==> src/rtl/mem_except_unit.sv <==
`default_nettype none
// ============================================================================
// Module   : mem_except_unit
// Purpose  : Memory-stage exception detection, RISC-V cause priority encode,
//            trap capture held under a valid/ack handshake, one-cycle flush
//            and a saturating accepted-exception counter.
// Revision : 1.0 - initial release
// ============================================================================
module mem_except_unit #(
    parameter int N             = 64,
    parameter int CNT_W         = 8,
    parameter int MISALIGN_TRAP = 1
) (
    input  logic             clk,
    input  logic             reset,
    input  logic             mem_valid,
    input  logic [N-1:0]     DM_addr,
    input  logic [1:0]       memOp,
    input  logic [1:0]       memSize,
    input  logic [N-1:0]     pc,
    input  logic             brk,
    input  logic             pf_read,
    input  logic             pf_write,
    input  logic             af_read,
    input  logic             af_write,
    output logic [6:0]       exceptSignal,
    output logic             trap_valid,
    input  logic             trap_ack,
    output logic [3:0]       trap_cause,
    output logic [N-1:0]     trap_tval,
    output logic [N-1:0]     trap_epc,
    output logic             flush,
    output logic [CNT_W-1:0] exc_count
);

    localparam logic [0:0] S_IDLE    = 1'b0;
    localparam logic [0:0] S_PENDING = 1'b1;

    localparam logic [CNT_W-1:0] c_CNT_MAX = {CNT_W{1'b1}};
    localparam logic [CNT_W-1:0] c_CNT_ONE = CNT_W'(1);

    logic [0:0]       r_state;
    logic [3:0]       r_cause;
    logic [N-1:0]     r_tval;
    logic [N-1:0]     r_epc;
    logic             r_flush;
    logic [CNT_W-1:0] r_count;

    logic [2:0]   w_mask;
    logic         w_mis;
    logic         w_is_store;
    logic         w_is_load;
    logic         w_any;
    logic         w_capture;
    logic [3:0]   w_cause;
    logic [N-1:0] w_tval;

    // Low-address-bit mask for the access size; byte accesses never misalign
    always_comb begin
        w_mask = 3'b000;
        case (memSize)
            2'd0:    w_mask = 3'b000;
            2'd1:    w_mask = 3'b001;
            2'd2:    w_mask = 3'b011;
            default: w_mask = 3'b111;
        endcase
    end

    assign w_mis      = (MISALIGN_TRAP != 0) && (|(DM_addr[2:0] & w_mask));
    // An AMO sets both op bits and is reported purely as a store
    assign w_is_store = memOp[1];
    assign w_is_load  = memOp[0] & ~memOp[1];

    assign exceptSignal = mem_valid ? {brk,
                                       pf_write & w_is_store,
                                       pf_read  & w_is_load,
                                       af_write & w_is_store,
                                       w_mis    & w_is_store,
                                       af_read  & w_is_load,
                                       w_mis    & w_is_load} : 7'b0;

    assign w_any     = |exceptSignal;
    assign w_capture = (r_state == S_IDLE) && w_any;

    // Highest-priority pending exception selects the cause code
    always_comb begin
        w_cause = 4'd0;
        if (exceptSignal[6])      w_cause = 4'd3;
        else if (exceptSignal[2]) w_cause = 4'd6;
        else if (exceptSignal[0]) w_cause = 4'd4;
        else if (exceptSignal[5]) w_cause = 4'd15;
        else if (exceptSignal[4]) w_cause = 4'd13;
        else if (exceptSignal[3]) w_cause = 4'd7;
        else if (exceptSignal[1]) w_cause = 4'd5;
    end

    // Breakpoints report the PC; every data fault reports the address
    assign w_tval = exceptSignal[6] ? pc : DM_addr;

    // Trap FSM, capture registers, flush pulse and saturating counter
    always_ff @(posedge clk or posedge reset) begin
        if (reset) begin
            r_state <= S_IDLE;
            r_cause <= 4'd0;
            r_tval  <= '0;
            r_epc   <= '0;
            r_flush <= 1'b0;
            r_count <= '0;
        end else begin
            r_flush <= w_capture;
            case (r_state)
                S_IDLE: begin
                    if (w_capture) begin
                        r_state <= S_PENDING;
                        r_cause <= w_cause;
                        r_tval  <= w_tval;
                        r_epc   <= pc;
                        if (r_count != c_CNT_MAX) begin
                            r_count <= r_count + c_CNT_ONE;
                        end
                    end
                end
                default: begin
                    // Exceptions arriving while a trap is held are dropped
                    if (trap_ack) begin
                        r_state <= S_IDLE;
                    end
                end
            endcase
        end
    end

    assign trap_valid = (r_state == S_PENDING);
    assign trap_cause = r_cause;
    assign trap_tval  = r_tval;
    assign trap_epc   = r_epc;
    assign flush      = r_flush;
    assign exc_count  = r_count;

endmodule
`default_nettype wire

==> config.mk <==
export PLATFORM = sky130hd
export DESIGN_NAME = mem_except_unit
export DESIGN_NICKNAME = d
export VERILOG_FILES = /design/src/rtl/mem_except_unit.sv
export SDC_FILE = /design/constraint.sdc
export NUM_CORES = 1
export LEC_CHECK = 0
export CORE_MARGIN = 2
export CORE_UTILIZATION = 40
export CTS_CLUSTER_DIAMETER = 50
export DETAILED_ROUTE_END_ITERATION = 8
export GPL_ROUTABILITY_DRIVEN = 0
export GPL_TIMING_DRIVEN = 0
export HOLD_SLACK_MARGIN = 0.08
export PLACE_DENSITY = 0.83
export SKIP_LAST_GASP = 1
export SYNTH_ARGS = -nofsm -noshare
export SYNTH_HDL_FRONTEND = slang
export SYNTH_SLANG_ARGS = --single-unit
export TNS_END_PERCENT = 5
==> constraint.sdc <==
create_clock -name clk -period 5.44 [get_ports clk]
set_clock_uncertainty 0.05 [all_clocks]
set_input_delay 0.544 -clock clk [delete_from_list [all_inputs] [get_ports clk]]
set_output_delay 0.544 -clock clk [all_outputs]
set_load 0.02 [all_outputs]
# After elaboration in Yosys (flattened, before gate mapping)
# Cells that the tools add are included.
# classes
n_eq_ne,3
add_sub_neg,1
n_mux,13
n_reduce_logical,6
bitwise,10
# ops
cell,count
2-to-1 mux 64 bit,1
2-to-1 mux 4 bit,5
case mux 3 bit (3 select lines),1
adder 8 x 1 -> 8 bit (second input constant),1
inequality test 8 bit (second input constant),1
AND 1 bit,7
2-to-1 mux 7 bit,1
OR reduction 7 bit,1
2-to-1 mux 3 bit,2
AND 3 bit,1
2-to-1 mux 1 bit,3
AND reduction 3 bit,1
OR reduction 3 bit,1
== test 2 x 1 -> 1 bit (second input constant),1
== test 2 bit (second input constant),1
logical NOT 2 bit,1
inverter 1 bit,2
AND reduction 2 bit,1
logical AND 1 bit,1
# word_totals
wordCells,39
ff_bits,142

# Logic depth before layout (Yosys ltp)
# logic_depth
depth_word,13
ltp_mapped,10
mapped_depth_nobuf,6

# Worst setup path after synthesis
# No wires, ideal clock.
# synth_timing
path_type,input-to-reg
start,in memOp[1]
end,reg r_count[1] (netlist: exc_count[1])
setup_ps,125
required_ps,5265
arrival_ps,1845
setup_slack_ps,3420
path_buffers,2
cell_stages,8
cell_sequence,buf_4 -> o21ai_2 -> o22ai_2 -> o31ai_2 -> buf_6 -> inv_2 -> nand2_1 -> mux2_2
# synth_between
elab_chain_len,7
elab_cells_between_ends,12
classes_between,1 x mux; 8 x bitwise; 3 x reduce/logical
# synth_rtl
item,line_no,source
"start, declared",18,"input logic [1:0] memOp,"
inverter 1 bit,72,assign w_is_load = memOp[0] & ~memOp[1];
AND 1 bit,72,
AND 1 bit (on tied branches),"80, 76, 79",
2-to-1 mux 7 bit (*),74,"assign exceptSignal = mem_valid ? {brk,"
OR reduction 7 bit (*),82,assign w_any = |exceptSignal;
logical AND 1 bit (*),83,assign w_capture = (r_state == S_IDLE) && w_any;
AND reduction 3 bit (no line) (*),--,
"end signal, assigned",119,r_count <= r_count + c_CNT_ONE;
"end, declared",47,logic [CNT_W-1:0] r_count;
# Every way passes the cells marked *; elsewhere a longest branch is shown, timed or not.
# A chain may end at the register's enable or synchronous reset.

# Final worst setup path
# layout_timing
start,in brk
end,out exceptSignal[6]
# layout_between
elab_chain_len,1
# layout_rtl
item,line_no,source
"start, declared",21,"input logic brk,"
2-to-1 mux 7 bit,74,
"end, declared",26,"output logic [6:0] exceptSignal,"
# Every way passes these cells.

==> metrics.md <==
| Metric | Value |
|---|---|
| Run status | `finished, final reports clean` |
| TritonCTS buffer count | `17` |
| Yosys warning count | `0` |
| Most common cell after layout, fill and taps aside | `sky130_fd_sc_hd__clkdlybuf4s50_1` |
| Met2 wire len | `around 9.6 mm` |
| Min-Delay Endpoint | `trap_epc[13]` |
| Routed WL | `approximately 20 mm` |
| Top metal layer carrying routed signals | `met4` |
| Total inserted antenna cells | `0` |
| Overall overflow remaining after global route | `0` |
| Endpoint kind of the worst setup timing path | `output pin` |
| Worst Tran Pin Value | `0.752 ns` |
| Crit path largest cell delay | `approximately 0.67 ns` |
| Pins over their slew limit | `0` |
| Required @ worst endpoint | `approximately 4.9 ns` |
| Hold WC Path Type | `flip-flop to flip-flop` |
| Category of the most critical setup path | `primary input to output pin` |
| Netlist area before placement | `between 6000 and 7000 µm²` |
| Initial antenna violation count | `0` |
| Share of the yosys chip area belonging to registers | `0.582` |
| Startpoint type of the worst setup path | `primary input` |
| Global-route wire length before repair | `30.6 mm` |
| Slowest stage cell, crit path | `sky130_fd_sc_hd__clkdlybuf4s50_1` |
| Number of setup buffers added after CTS | `0` |
| Average footprint of a synthesized cell | `9.69 µm²` |
| CP arrival | `2.72 ns` |
| Peak clock frequency supported by timing | `302 MHz` |
| Site row count | `between 40 and 50` |
| Routed vias | `approximately 5600` |
| VDD IR max | `0.000219 V` |
| Worst slew margin | `0.499` |
| Met1 WL | `7.78 mm` |
| Routed wl met3 | `1.77 mm` |
| Die area | `around 16000 µm²` |
| Effective utilization at floorplan | `0.406` |
| Cell mode on critical path | `sky130_fd_sc_hd__clkdlybuf4s50_1` |
| First drt pass iteration count | `4` |
| Buffer and inverter count on the worst path | `4` |
| CORE AREA | `roughly 15000 µm²` |
| Layout filler cell count | `1189` |
| Pwr per Cell Area | `between 400 and 500 nW/µm²` |
| Number of I/O pins | `290` |
| Library cell used as clock root buffer | `sky130_fd_sc_hd__clkbuf_16` |
| Worst hold start | `trap_epc[13]` |
| Detailed router's first-iteration violation count | `245` |
| DPL Wire Length | `between 10 and 15 mm` |
| Leakage component of the power | `roughly 4.7 nW` |
| Clock latency on the worst-skew pair | `0.42 ns` |
| Largest fanout on the critical path | `10` |
| Remaining design rule violation count | `0` |
| Area delta synth->final | `61.7%` |
| Share of final-layout standard cells stronger than drive strength 1 | `0.0684` |
| Number of nets with antenna violations after detailed routing | `0` |
| CTS sink cnt | `142` |
| RR Endpoint | `trap_epc[8]` |
| Crit path max-delay family | `buffers and inverters` |
| Number of instances in the synthesized netlist | `630` |
| Number of global-route vias before repair | `approximately 5700` |
| Setup TNS after final layout | `0 ns` |
| Most frequent cells in the layout | `287 x sky130_fd_sc_hd__clkdlybuf4s50_1, 267 x sky130_fd_sc_hd__nand2_1, 142 x sky130_fd_sc_hd__dfrtp_1` |
| Cell depth of the worst min-delay path | `2` |
| CP Cell Sequence | `clkdlybuf4s50_1, nand2_1, inv_2, buf_2, clkdlybuf4s50_1` |
| Gates resized, CTS repair | `0` |
| Port Buffers | `around 290` |
| Final critical path time including I/O delays and setup | `between 3 and 4 ns` |
| Cell depth of the worst flop-to-flop path | `7` |
| Largest net degree at the start of global routing | `82` |
| Final period utilization | `0.609` |
| Max clock buf depth | `2` |
| Register-to-register path setup slack | `3.51 ns` |
| Unique masters post-synth | `34` |
| Setup repair after global routing missed its margin | `false` |
| Net count, final | `1079` |
| # H-tree levels | `4` |
| Startpoint of the worst register-to-register path | `trap_valid` |
| Minimum setup slack after placement | `2.08 ns` |
| Clock-pin slew on the worst setup and hold paths | `0.06 ns` |
| Via-per-instance ratio | `approximately 5` |
| Global Route Usage Sum | `0.244` |
| Fin worst setup slack | `roughly 2.1 ns` |
| Count of final setup violators | `0` |
| Synthesized netlist net count | `772` |
| CTS Hold Buffers Added | `0` |
| Final hold violation count | `0` |
| Post-detailed-route wirelength per cell | `17.1 µm` |
| Die outline width | `128 µm` |
| Height of the die | `128 µm` |
| Clock tree from TritonCTS | `done` |
| Count of max-cap constraint violations | `0` |
| Seq cells post-synth | `142` |
==> synth_stat cells, drive strengths merged <==
master	instances	area, µm²
a22oi	1	7.51
nor2	6	22.5
dfrtp	142	3550
xor2	2	17.5
a31oi	1	6.26
o22ai	1	12.5
and2	3	18.8
and3	3	18.8
o21a	1	7.51
clkbuf	12	45.0
a21oi	4	20.0
o22a	1	8.76
and2b	1	7.51
nand4	2	12.5
mux2i	64	641
o21ai	73	369
or4	1	11.3
o211ai	1	7.51
nor3	3	15.0
nand2	267	1000
o31ai	1	12.5
mux2	1	11.3
ha	1	12.5
nor4	1	6.26
nand3	2	10.0
inv	6	22.5
buf	25	181
xnor2	4	42.6
==> power breakdown <==
group	switching, mW	internal (mW)
logic	0.805	0.729
registers	0.168	1.34
clock network	0.446	0.789
total	1.42	2.85
==> cell families (layout without fill, tap and decap cells) <==
kind of cell	Yosys count	in the layout	share of synthesized area
AOI/OAI and AO/OA	84	84	0.0740
DFF	142	142	0.582
muxes	65	65	0.107
and+or+nand+nor	289	289	0.184
buffers and inverters	43	363	0.0408
xor gates and xnor gates	6	6	0.00984
adders and majority gates	1	1	0.00205
==> through the flow <==
stage	instances	utilization	hold WS, ns	power [mW]	area, µm²
6_report	1138	0.656	0.422	4.27	9870
5_1_grt	1138	0.656	0.441	4.49	9870
4_1_cts	1138	0.656	0.425	4.31	9870
3_5_place_dp	1106	0.615	0.411	3.06	9240
3_3_place_gp	1105	0.613	0.407	3.02	9210
2_1_floorplan	630	-	0.528	2.22	6100
==> area by class of cell <==
class / count / area [µm²] / area share
inverter: 6 / 27.5 / 0.00279
timing repair buffer: 288 / 2900 / 0.294
buffer: 37 / 226 / 0.0229
sequential: 142 / 3550 / 0.360
clock buffer: 21 / 460 / 0.0467
multi-input combinational: 445 / 2300 / 0.233
clock inverter: 11 / 164 / 0.0166
tap: 188 / 235 / 0.0238
==> worst max-delay path by stage <==
stage                     start               to  slack (ns)  cells past startpoint
after CTS                   brk  exceptSignal[6]        2.09                      5
after floorplan           reset     exc_count[0]        1.04                      1
after detailed placement    brk  exceptSignal[6]        2.08                      5
after global routing        brk  exceptSignal[6]        2.00                      5
final                       brk  exceptSignal[6]        2.13                      5
after global placement    reset     trap_epc[21]       -1.06                      2
==> per-layer routing <==
metal	track usage	vias to the layer above
li1	-	2673
met1	0.286	2680
met2	0.413	232
met3	0.0984	28
met4	0.0730	0
met5	0	-
==> worst reg2reg max path, cell delays in order (launching register included) <==
cell and delay, ns:
sky130_fd_sc_hd__dfrtp_1 0.41, sky130_fd_sc_hd__and2b_1 0.30, sky130_fd_sc_hd__o31ai_2 0.13, sky130_fd_sc_hd__buf_6 0.17
sky130_fd_sc_hd__inv_2 0.18, sky130_fd_sc_hd__clkbuf_1 0.44, sky130_fd_sc_hd__nand2_1 0.12, sky130_fd_sc_hd__nand2_1 0.07
==> state kept, by name (all words and copies together) (netlist names) <==
name        cells
trap_tval      64
flush           1
trap_valid      1
trap_epc       64
trap_cause      4
exc_count       8
Power figures use the tool's default switching activity.
==> edit, RTL diff (same flow settings) <==
Set the parameter `N` to 96 (it was 64).
--- a/src/rtl/mem_except_unit.sv
+++ b/src/rtl/mem_except_unit.sv
@@ -7,7 +7,7 @@
 // Revision : 1.0 - initial release
 // ============================================================================
 module mem_except_unit #(
-    parameter int N             = 64,
+    parameter int N             = 96,
     parameter int CNT_W         = 8,
     parameter int MISALIGN_TRAP = 1
 ) (
Ports: changed (resized DM_addr, pc, trap_epc and trap_tval); port bits go from 290 to 418. No check against the original RTL was run, so the function may have changed too.
==> edit against the unedited design <==
- worst setup slack got worse by 0.14 ns
- synthesized area increased by 44%
- routed wire length increased by 62%
- sequential power increased by 45%
- sequential share of layout area decreased by 0.42 points
- synthesized cell count increased by 43%
- sequential cell count increased by 64
- power increased by 53%
- design area increased by 47%
- critical endpoint unchanged
- largest power group unchanged
- highest routed layer unchanged
==> edit: results (changes against the unedited design) <==
metric,value,unit,change
post_cts_buffers,0,,unchanged
cp_max_fo,10,,unchanged
syn_area_per_cell,9.76,µm²,+0.73%
area_delta_synth_final,64.4,%,
power.switching,2.19,mW,+54%
cpPeakStageDelay,0.67,ns,about the same
vias,8344,,+49%
fillers,1677,,+41%
use_met1,31.2,%,+2.6 points
synth_compound_area_share,7.04,%,-0.36 points
ir_worst_vdd,0.255,mV,+16%
synthTopCellsByArea,"dfrtp_1, nand2_1, mux2i_1",,
drtIter0Drc,499,,+100%
status,finished clean,,
synth_common_cells,"nand2_1, dfrtp_1, mux2i_1",,
cp_slowest_cell,clkdlybuf4s50_1,,
grt_use_total,26.8,%,+2.4 points
insertedDiodeCount,0,,unchanged
grt_pass1_wl,49.4,mm,+61%
min_path_type,reg -> reg,,
cts_made_buffers,27,,+10
power.static_leakage,6.81,nW,+45%
grt_max_degree,43,,-48%
final_cell_count_no_fill,1651,,+45%
io_buffers,415,,+45%
antenna_found_initial,0,,unchanged
path_clk_slew,0.05,ns,
r2r_start,trap_valid,,
max_slew.worst_pin.slew,0.831,ns,+0.0789 ns
pre_cts_ws,1.97,ns,-0.107 ns
wl_per_cell,19.2,µm,+12%
dr.pass1.iters,5,,+1
cp.arrival,2.86,ns,+0.14 ns
met2_usage,48.8,%,+7.4 points
cts_max_level,1,,-3
synthAdderAreaFrac,0.142,%,-0.063 points
synthMuxAreaShare,11.0,%,+0.35 points
finalNetCount,1558,,+44%
clock_latency,0.52,ns,+0.10 ns
synth_nets,1109,,+44%
synth-async-reset-ratio,100,%,unchanged
yosysUniqueCellTypes,35,,+2.9%
worstHoldStart,trap_epc[55],,
clock-root-buffer,clkbuf_16,,
place_area,13400,µm²,+45%
ys_warn_count,0,,unchanged
clock_path_buffers,3,,+1
cts_resized,0,,unchanged
grt.met3_usage,6.23,%,-3.6 points
synth_xor_area_share,0.596,%,-0.39 points
first_global_vias,8813,,+54%
yosysSeqAreaShare,58.5,%,+0.28 points
crit_start,brk,,
hpwl,23.6,mm,+64%
layout-drive-gt1-share,7.44,%,+0.60 points
-- edit: cell types whose count changed after synthesis, sizes merged --
| cell | before | now |
|---|---|---|
| buf | 25 | 41 |
| or4 | 1 | 0 |
| nand2 | 267 | 395 |
| xor2 | 2 | 3 |
| o21ai | 73 | 105 |
| xnor2 | 4 | 3 |
| clkbuf | 12 | 13 |
| dfrtp | 142 | 206 |
| nor4 | 1 | 2 |
| mux2i | 64 | 96 |
-- edit: power groups by stage --
stage / sequential (mW) / combinational (mW) / clock (mW)
6_report: 2.18 / 2.28 / 2.09
3_3_place_gp: 2.17 / 2.23 / 0
5_1_grt: 2.23 / 2.42 / 2.18
2_1_floorplan: 2.67 / 0.525 / 0
3_5_place_dp: 2.19 / 2.28 / 0
4_1_cts: 2.17 / 2.30 / 2.12
-- edit: final timing paths --
path / to / slack [ns] / cells past startpoint
max: exceptSignal[6] / 1.99 / 5
min: trap_epc[55] / 0.42 / 2
max reg2reg: exc_count[2] / 3.44 / 7
min reg2reg: trap_epc[55] / 0.42 / 2
max in group asynchronous: trap_tval[10] / 3.97 / 4
min in group asynchronous: trap_tval[58] / 0.46 / 2
-- edit: area by class of cell --
| cell class | instances | share of cell area, % |
|---|---|---|
| flip-flops and latches | 206 | 35.6 |
| inverters | 6 | 0.181 |
| clock buffers | 29 | 4.85 |
| plain buffers | 54 | 2.58 |
| repair buffers | 420 | 29.4 |
| well taps | 280 | 2.42 |
| multi-input cells | 637 | 22.5 |
| clock inverters | 19 | 2.49 |
-- edit: critical path, delay by kind of cell --
| family | cells | cell delay (ns) |
|---|---|---|
| buffers and inverters | 4 | 2.03 |
| and+or+nand+nor | 1 | 0.25 |
-- edit: routing by layer --
metal  wire (µm)  up-vias
met2       16100      390
met1       12000     4035
met4        1110        0
met5           0        -
met3        2420       69
li1            -     3850
